File: src/rtl/midi_pkg.sv
// Shared types and constants for the MIDI note receiver.
// Holds the UART state encoding and the MIDI status/realtime thresholds.
package midi_pkg;

  typedef enum logic [2:0] {
    IDLE,
    START,
    DATA,
    STOP,
    WAIT_HIGH
  } uart_state_t;

  localparam logic [3:0] MIDI_NOTE_OFF     = 4'h8;
  localparam logic [3:0] MIDI_NOTE_ON      = 4'h9;
  localparam logic [7:0] MIDI_REALTIME_MIN = 8'hF8;

endpackage

File: src/rtl/midi_uart_rx.sv
// 8N1 UART receiver behind a 2-flop synchronizer; byte_valid/framing_err pulse
// one cycle after the stop-bit sample. No backpressure: every byte must be taken.
module midi_uart_rx
  import midi_pkg::*;
#(
  parameter int CLK_HZ = 50000000,
  parameter int BAUD   = 31250
) (
  input  logic       clk,
  input  logic       reset,
  input  logic       midi_rx,
  output logic [7:0] byte_data,
  output logic       byte_valid,
  output logic       framing_err
);

  localparam int BIT_CYC  = CLK_HZ / BAUD;
  localparam int HALF_CYC = BIT_CYC / 2;
  localparam int CW       = $clog2(BIT_CYC + 1);
  localparam logic [CW-1:0] BIT_LAST  = CW'(BIT_CYC - 1);
  localparam logic [CW-1:0] HALF_LAST = CW'(HALF_CYC - 1);

  logic          sync1, sync2;
  uart_state_t   state, state_nxt;
  logic [CW-1:0] cnt;
  logic [2:0]    bit_idx;
  logic [7:0]    shift;
  logic          half_done, bit_done;
  logic          valid_nxt, ferr_nxt;

  // Reset to the idle (high) line level so no spurious start bit is seen.
  always_ff @(posedge clk or posedge reset) begin
    if (reset) begin
      sync1 <= 1'b1;
      sync2 <= 1'b1;
    end else begin
      sync1 <= midi_rx;
      sync2 <= sync1;
    end
  end

  assign half_done = (cnt == HALF_LAST);
  assign bit_done  = (cnt == BIT_LAST);

  always_ff @(posedge clk or posedge reset) begin
    if (reset) state <= IDLE;
    else       state <= state_nxt;
  end

  always_comb begin
    state_nxt = state;
    case (state)
      IDLE:      if (!sync2) state_nxt = START;
      START:     if (half_done) state_nxt = sync2 ? IDLE : DATA;
      DATA:      if (bit_done && bit_idx == 3'd7) state_nxt = STOP;
      STOP:      if (bit_done) state_nxt = sync2 ? IDLE : WAIT_HIGH;
      WAIT_HIGH: if (sync2) state_nxt = IDLE;
      default:   state_nxt = IDLE;
    endcase
  end

  always_comb begin
    valid_nxt = 1'b0;
    ferr_nxt  = 1'b0;
    if (state == STOP && bit_done) begin
      valid_nxt = sync2;
      ferr_nxt  = !sync2;
    end
  end

  always_ff @(posedge clk or posedge reset) begin
    if (reset) begin
      cnt         <= '0;
      bit_idx     <= 3'd0;
      shift       <= 8'h00;
      byte_valid  <= 1'b0;
      framing_err <= 1'b0;
    end else begin
      byte_valid  <= valid_nxt;
      framing_err <= ferr_nxt;
      case (state)
        IDLE: begin
          cnt     <= '0;
          bit_idx <= 3'd0;
        end
        START: cnt <= half_done ? '0 : cnt + CW'(1);
        DATA: begin
          if (bit_done) begin
            cnt     <= '0;
            shift   <= {sync2, shift[7:1]};
            bit_idx <= bit_idx + 3'd1;
          end else begin
            cnt <= cnt + CW'(1);
          end
        end
        STOP:    cnt <= bit_done ? '0 : cnt + CW'(1);
        default: cnt <= '0;
      endcase
    end
  end

  // The shifter only moves in DATA, so the byte is stable while byte_valid is high.
  assign byte_data = shift;

endmodule

File: src/rtl/midi_note_receiver.sv
// MIDI note decoder: UART bytes -> note/velocity/gate with running status and
// last-note priority. Outputs update 1 cycle after byte_valid; no backpressure.
module midi_note_receiver
  import midi_pkg::*;
#(
  parameter int CLK_HZ = 50000000,
  parameter int BAUD   = 31250
) (
  input  logic       clk,
  input  logic       reset,
  input  logic       midi_rx,
  input  logic [3:0] channel,
  input  logic       omni,
  output logic [6:0] note,
  output logic [6:0] velocity,
  output logic       gate,
  output logic       note_valid,
  output logic       framing_err
);

  logic [7:0] rx_byte;
  logic       byte_valid;
  logic [7:0] run_status;
  logic       key_held;
  logic [6:0] key;
  logic       is_realtime, is_system, note_msg;
  logic [3:0] kind;

  midi_uart_rx #(
    .CLK_HZ(CLK_HZ),
    .BAUD  (BAUD)
  ) u_uart (
    .clk        (clk),
    .reset      (reset),
    .midi_rx    (midi_rx),
    .byte_data  (rx_byte),
    .byte_valid (byte_valid),
    .framing_err(framing_err)
  );

  // run_status == 0 means "no running status"; it can never match a note kind.
  assign kind        = run_status[7:4];
  assign is_realtime = (rx_byte >= MIDI_REALTIME_MIN);
  assign is_system   = (rx_byte[7:4] == 4'hF) && !is_realtime;
  assign note_msg    = ((kind == MIDI_NOTE_ON) || (kind == MIDI_NOTE_OFF)) &&
                       (omni || (run_status[3:0] == channel));

  always_ff @(posedge clk or posedge reset) begin
    if (reset) begin
      run_status <= 8'h00;
      key_held   <= 1'b0;
      key        <= 7'd0;
      note       <= 7'd0;
      velocity   <= 7'd0;
      gate       <= 1'b0;
      note_valid <= 1'b0;
    end else begin
      note_valid <= 1'b0;
      if (byte_valid && !is_realtime) begin
        if (is_system) begin
          run_status <= 8'h00;
          key_held   <= 1'b0;
        end else if (rx_byte[7]) begin
          run_status <= rx_byte;
          key_held   <= 1'b0;
        end else if (note_msg) begin
          if (!key_held) begin
            key      <= rx_byte[6:0];
            key_held <= 1'b1;
          end else begin
            key_held <= 1'b0;
            if (kind == MIDI_NOTE_ON && rx_byte[6:0] != 7'd0) begin
              note       <= key;
              velocity   <= rx_byte[6:0];
              gate       <= 1'b1;
              note_valid <= 1'b1;
            end else if (key == note) begin
              // Release only the sounding note; stale releases are dropped.
              gate       <= 1'b0;
              note_valid <= 1'b1;
            end
          end
        end
      end
    end
  end

endmodule

File: config.mk
export PLATFORM = sky130hd
export DESIGN_NAME = midi_note_receiver
export DESIGN_NICKNAME = d
export VERILOG_FILES = /design/src/rtl/midi_pkg.sv /design/src/rtl/midi_uart_rx.sv /design/src/rtl/midi_note_receiver.sv
export SDC_FILE = /design/constraint.sdc
export NUM_CORES = 1
export LEC_CHECK = 0
export ABC_CLOCK_PERIOD_IN_PS = 1920
export BUFFER_PORTS_ARGS = -buffer_cell sky130_fd_sc_hd__buf_2
export CORE_UTILIZATION = 53
export DETAILED_ROUTE_END_ITERATION = 10
export PLACE_DENSITY_LB_ADDON = 0.05
export SLEW_MARGIN = 20
export SYNTH_ARGS = -nofsm -noshare
export SYNTH_HDL_FRONTEND = slang
export SYNTH_HIERARCHICAL = 1
export SYNTH_SLANG_ARGS = --single-unit
export TNS_END_PERCENT = 1
File: constraint.sdc
create_clock -name clk -period 1.92 [get_ports clk]
set_clock_uncertainty 0.15 [all_clocks]
set_input_delay 0.192 -clock clk [delete_from_list [all_inputs] [get_ports clk]]
set_output_delay 0.192 -clock clk [all_outputs]
set_load 0.02 [all_outputs]
### After elaboration in Yosys (flattened, before gate mapping)

Cells that the tools add are included.
W data, S select, Z words.

* register bits: 61
* input bits: 8
* output and inout port bits: 17
* logic and storage cells: 94

* add/sub/neg operators: 2
* $lt $le $gt $ge: 1
* equal/unequal tests: 18
* muxes and demuxes: 30
* bitwise gates (word level): 3
* reduce and logical (&&, ||, !) cells: 25

Operators by type and width (count)
* $mux W11: 2
* $pmux W11 S2: 1
* $mux W3: 7
* $mux W8: 2
* $mux W1: 15
* $pmux W3 S5: 1
* $eq A4 B4 Y1 const B: 3
* $reduce_and A6 Y1: 2
* $add A11 B1 Y11 const B: 1
* $eq A11 B10 Y1 const B: 1
* $eq A11 B11 Y1 const B: 1
* $ne A2 B1 Y1 const B: 5
* $reduce_and A5 Y1: 2
* $ge A8 B8 Y1 const B: 1
* $reduce_and A2 Y1: 4
* $eq A7 B7 Y1: 1
* $reduce_bool A7 Y1: 1
* $eq A3 B2 Y1 const B: 2
* $eq A3 B3 Y1 const B: 2
* $logic_and A1 B1 Y1: 6
* $pmux W3 S2: 1
* $reduce_bool A2 Y1: 3
* $eq A4 B4 Y1: 1
* $add A3 B1 Y3 const B: 1
* 9 further kinds: 13

### Depth between registers and ports, before layout

* depth after elaboration: 8
* gate-level depth with buffers: 7
* gate-level depth less buffers: 5

### By module

The synthesis kept the hierarchy.

By module, submodules not included
* midi_note_receiver: instances 1, cells an instance 98, area an instance 1388.8 µm², sequential area each 800.8 µm²
* midi_uart_rx: instances 1, cells an instance 119, area an instance 1355.0 µm², sequential area each 728.2 µm²

### Worst setup path before layout

No wires, ideal clock.

* path kind: flip-flop to flip-flop
* start point: register u_uart.cnt[0]
* end point: register u_uart.shift[0] (netlist: u_uart/byte_data[0])
* library setup time: 0.125 ns
* arrival: 1.746 ns
* required time: 1.645 ns
* slack: -0.100 ns
* stages on the path, launching flop included: 7
* path buffers: 1
* path through: dfrtp_1 ha_1 and4_1 buf_4 nand4_4 nor4_4 mux2_2

* cells in the longest elaborated chain, start to end: 2

Ends and longest elaborated chain
* start, declared: line midi_uart_rx.sv:25 `logic [CW-1:0] cnt;`
* start signal, assigned: line midi_uart_rx.sv:86 `START: cnt <= half_done ? '0 : cnt + CW'(1);`
* start signal, assigned: line midi_uart_rx.sv:93 `cnt <= cnt + CW'(1);`
* start signal, assigned: line midi_uart_rx.sv:96 `STOP: cnt <= bit_done ? '0 : cnt + CW'(1);`
* $eq A11 B11 Y1: line midi_uart_rx.sv:43 `assign bit_done = (cnt == BIT_LAST);`
* $reduce_and A2 Y1 (no line)
* end signal, assigned: line midi_uart_rx.sv:90 `shift <= {sync2, shift[7:1]};`
* end, declared: line midi_uart_rx.sv:27 `logic [7:0] shift;`

Every way passes these cells.
A chain may end at the register's enable or synchronous reset.

### Worst setup path after layout

* start point: register run_status[2]
* end point: register key[5]

* cells in the longest elaborated chain, start to end: 4

Ends and longest elaborated chain
* start, declared: line midi_note_receiver.sv:23 `logic [7:0] run_status;`
* start signal, assigned: line midi_note_receiver.sv:64 `run_status <= rx_byte;`
* $eq A4 B4 Y1: line midi_note_receiver.sv:46 `(omni || (run_status[3:0] == channel));`
* $logic_or A1 B1 Y1: line midi_note_receiver.sv:46
* $logic_and A1 B1 Y1: line midi_note_receiver.sv:45 `assign note_msg = ((kind == MIDI_NOTE_ON) || (kind == MIDI_NOTE_OFF)) &&`
* $reduce_and A5 Y1 (no line)
* end signal, assigned: line midi_note_receiver.sv:68 `key <= rx_byte[6:0];`
* end, declared: line midi_note_receiver.sv:25 `logic [6:0] key;`

Every way passes these cells.

==> results by group <==
Die
  • Core Region: ~0.0048 mm^2
  • # IOs: 25
  • Die Wd: 73.95 um
  • Initial Util: between 50% and 60%
  • Die Area: 0.005469 mm^2
  • Chip height: 73.95 um
  • Cell row count: 25

Clocking
  • Clock-pin slew on the worst setup and hold paths: about 60 ps
  • CTS tree: built
  • Max Root-Sink Buffers: 2
  • Clock Sinks: roughly 60
  • Root Driver: clkbuf_8
  • # Post-CTS Setup Buffers: 0
  • Clk Latency, worst-skew pair: around 330 ps
  • H-tree Lvls: 3
  • CTS Buf Count: 9

Critical path
  • Crit start category: flop
  • Setup CP Type: flop to flop
  • Reg2reg end: key[5]
  • CP arrival: just under 2000 ps
  • FF-to-FF Start: run_status[2]
  • R2R cell count: 6
  • Crit path launch: run_status[2]
  • CP required: between 1500 and 2000 ps
  • Critical Path End: key[5]
  • Worst Setup End Kind: flop
  • R2R setup slack: -3 ps
  • Crit path max fanout: 8

Timing
  • Max frequency: 0.5201 GHz
  • Slew Limit Fails: 0
  • Slew HR: between 60% and 70%
  • Final Hold Fails: 0
  • Fin worst setup slack: -2.646 ps
  • RSZ-0062 raised after global routing: true
  • Setup_tns: -2.646 ps
  • Crit share post-route: 100.1%
  • Endpoints failing setup: 1
  • Slew @ Worst Pin: 569.2 ps
  • Final worst path period need: a little under 2000 ps

Cells and area
  • Area of the multi-input gates: approximately 0.0012 mm^2
  • Area grow syn2layout: 25.08%
  • Most frequent cells in the layout: 59 x dfrtp_1, 26 x buf_4, 24 x buf_2
  • Most common cell after layout, fill and taps aside: dfrtp_1
  • Final instance area: ~0.0034 mm^2
  • # nets final: roughly 290
  • Share of cells above drive strength 1: between 40% and 50%
  • ANT cells: 0
  • Layout Utilization: 70.79%
  • Layout fillers: around 350
  • Finished Layout Cells: 348
  • Flip-flop and latch area: about 0.0015 mm^2

Global routing
  • Largest net degree at the start of global routing: 33
  • Total track usage: 22.23%
  • Initial antenna violation count: 0
  • Total grt overflow: 0
  • First-pass GRT wire length: 8956 um
  • Via count of the first global-routing pass: between 2,000 and 2,500

Synthesis
  • Synth top area cells: dfrtp_1 54%, mux2_2 12%, xor2_1 3.8%
  • Area of the mapped netlist: approximately 0.0027 mm^2
  • Post-synth EDFFs: 0
  • Ys Warns: 6
  • Syn nets: around 230
  • #FFs+latches synth: 61
  • Yosys top cell by area: dfrtp_1
  • Yosys top cell area share: between 50% and 60%
  • Seq/Total Area, Yosys: 55.72%
  • Async SR Flop Fraction: 100.0%
  • Cells after Synth: between 200 and 250
  • Syn_area_per_cell: 12.64 um^2
  • Ys flop type: dfrtp_1
  • Synth cell types: 45

Placed design
  • DP Cell Count: 330
  • Dpl ws: -269.9 ps
  • Dpl cell area: between 0.003 and 0.004 mm^2
  • GP Congestion: around 0.86
  • PortBufs: 24
  • Hpwl dp: 3730 um

Drt
  • Drt drc: 0
  • DR vias/cell: 5.468
  • Post-route ant nets: 0
  • WL final: between 5000 and 6000 um
  • Initial drt markers: about 110
  • Wire per inst: between 15 and 20 um
  • Vias: about 1,900
  • Drt pass-1 iters: 4

Status
  • Outcome: finished with violations
  • Failing checks: negative setup slack

Power
  • Worst VDD drop: roughly 0.38 mV
  • Power Density: 679.0 mW/mm^2
  • Leakage: 1.736 nW

Job
  • Max_cap viols: 0

Hold path
  • Min-delay worst type: flop to flop
-- kinds of logic (layout without fill, tap and decap cells) --
group / after synthesis / after routing / synth area share [%]
muxes: 31 / 31 / 12.68
buffers and inverters: 15 / 79 / 2.462
xor gates and xnor gates: 21 / 21 / 6.703
DFF: 61 / 61 / 55.72
and+or+nand+nor: 58 / 58 / 13.50
AOI/OAI and AO/OA: 28 / 28 / 7.570
adders and majority gates: 3 / 3 / 1.368
-- flip-flops by register name (all words and copies together), names as in the netlist --
register and count:
note_valid 1, key 7, velocity 7, u_uart/byte_data 8, gate 1, u_uart/state 3
u_uart/framing_err 1, u_uart/byte_valid 1, u_uart/cnt 11, u_uart/sync2 1, run_status 8, u_uart/sync1 1
key_held 1, u_uart/bit_idx 3, note 7
-- critical path, stage by stage, from the launching register on --
cell     delay [ps]
dfrtp_1         400
xnor2_1         160
a41o_1          230
nand2_2          90
nor4b_4         230
buf_6           180
mux2_2          350
-- Yosys cell counts, types with 3 or more instances --
library cell / n
nand4_1: 7
buf_2: 3
inv_1: 7
mux2_2: 30
nand3_1: 9
xor2_1: 12
dfrtp_1: 59
nand2_1: 5
o21ai_0: 8
nor2_1: 15
ha_1: 3
o311ai_0: 3
a22o_1: 5
xnor2_1: 9
-- per-layer routing --
layer / track usage [%] / up-vias / share of wire (%)
met2: 38.89 / 40 / 51
met3: 5.420 / 11 / 3.5
met5: 0 / - / 0
li1: - / 899 / -
met4: 10.90 / 0 / 1.7
met1: 25.47 / 953 / 43
-- power by group --
group	internal, mW	switching [mW]
Combinational	0.0157	0.0308
Sequential	1.29	0.00242
Clock	0.526	0.466
-- cell type report --
class | count | share of cell area [%]
multi-input cells | 141 | 35.98
clock buffers | 11 | 4.411
flip-flops and latches | 61 | 44.55
well taps | 67 | 2.443
inverters | 8 | 0.8750
clock inverters | 5 | 0.7291
repair buffers | 55 | 11.01
-- timing repair --
item / 4_1_cts / 5_1_grt
hold buffers: 2 / 0
resized for setup: 11 / 15
hold endpoints to repair: 60 / 0
endpoints found under the setup margin: 46 / 38
pin swaps: 3 / 2
-- how the worst min path moves through the flow --
stage / from / end / slack, ps / cells after the start
after floorplan: midi_rx / u_uart/sync1 / 50 / 0
after global placement: reset / u_uart/byte_data[2] / 130 / 3
after detailed placement: reset / u_uart/cnt[2] / 150 / 3
after CTS: u_uart/sync1 / u_uart/sync2 / 210 / 0
after global routing: u_uart/sync1 / u_uart/sync2 / 220 / 0
final: u_uart/sync1 / u_uart/sync2 / 200 / 0
-- through the flow --
step | hold WS (ps) | total power [mW]
finish | 203.9 | 2.330
global route | 215.9 | 2.427
CTS | 205.2 | 2.377
detailed placement | 145.2 | 1.361
global placement | 129.0 | 1.359
floorplan | 46.48 | 1.341
Note: power is estimated with default switching activity, not from simulation.
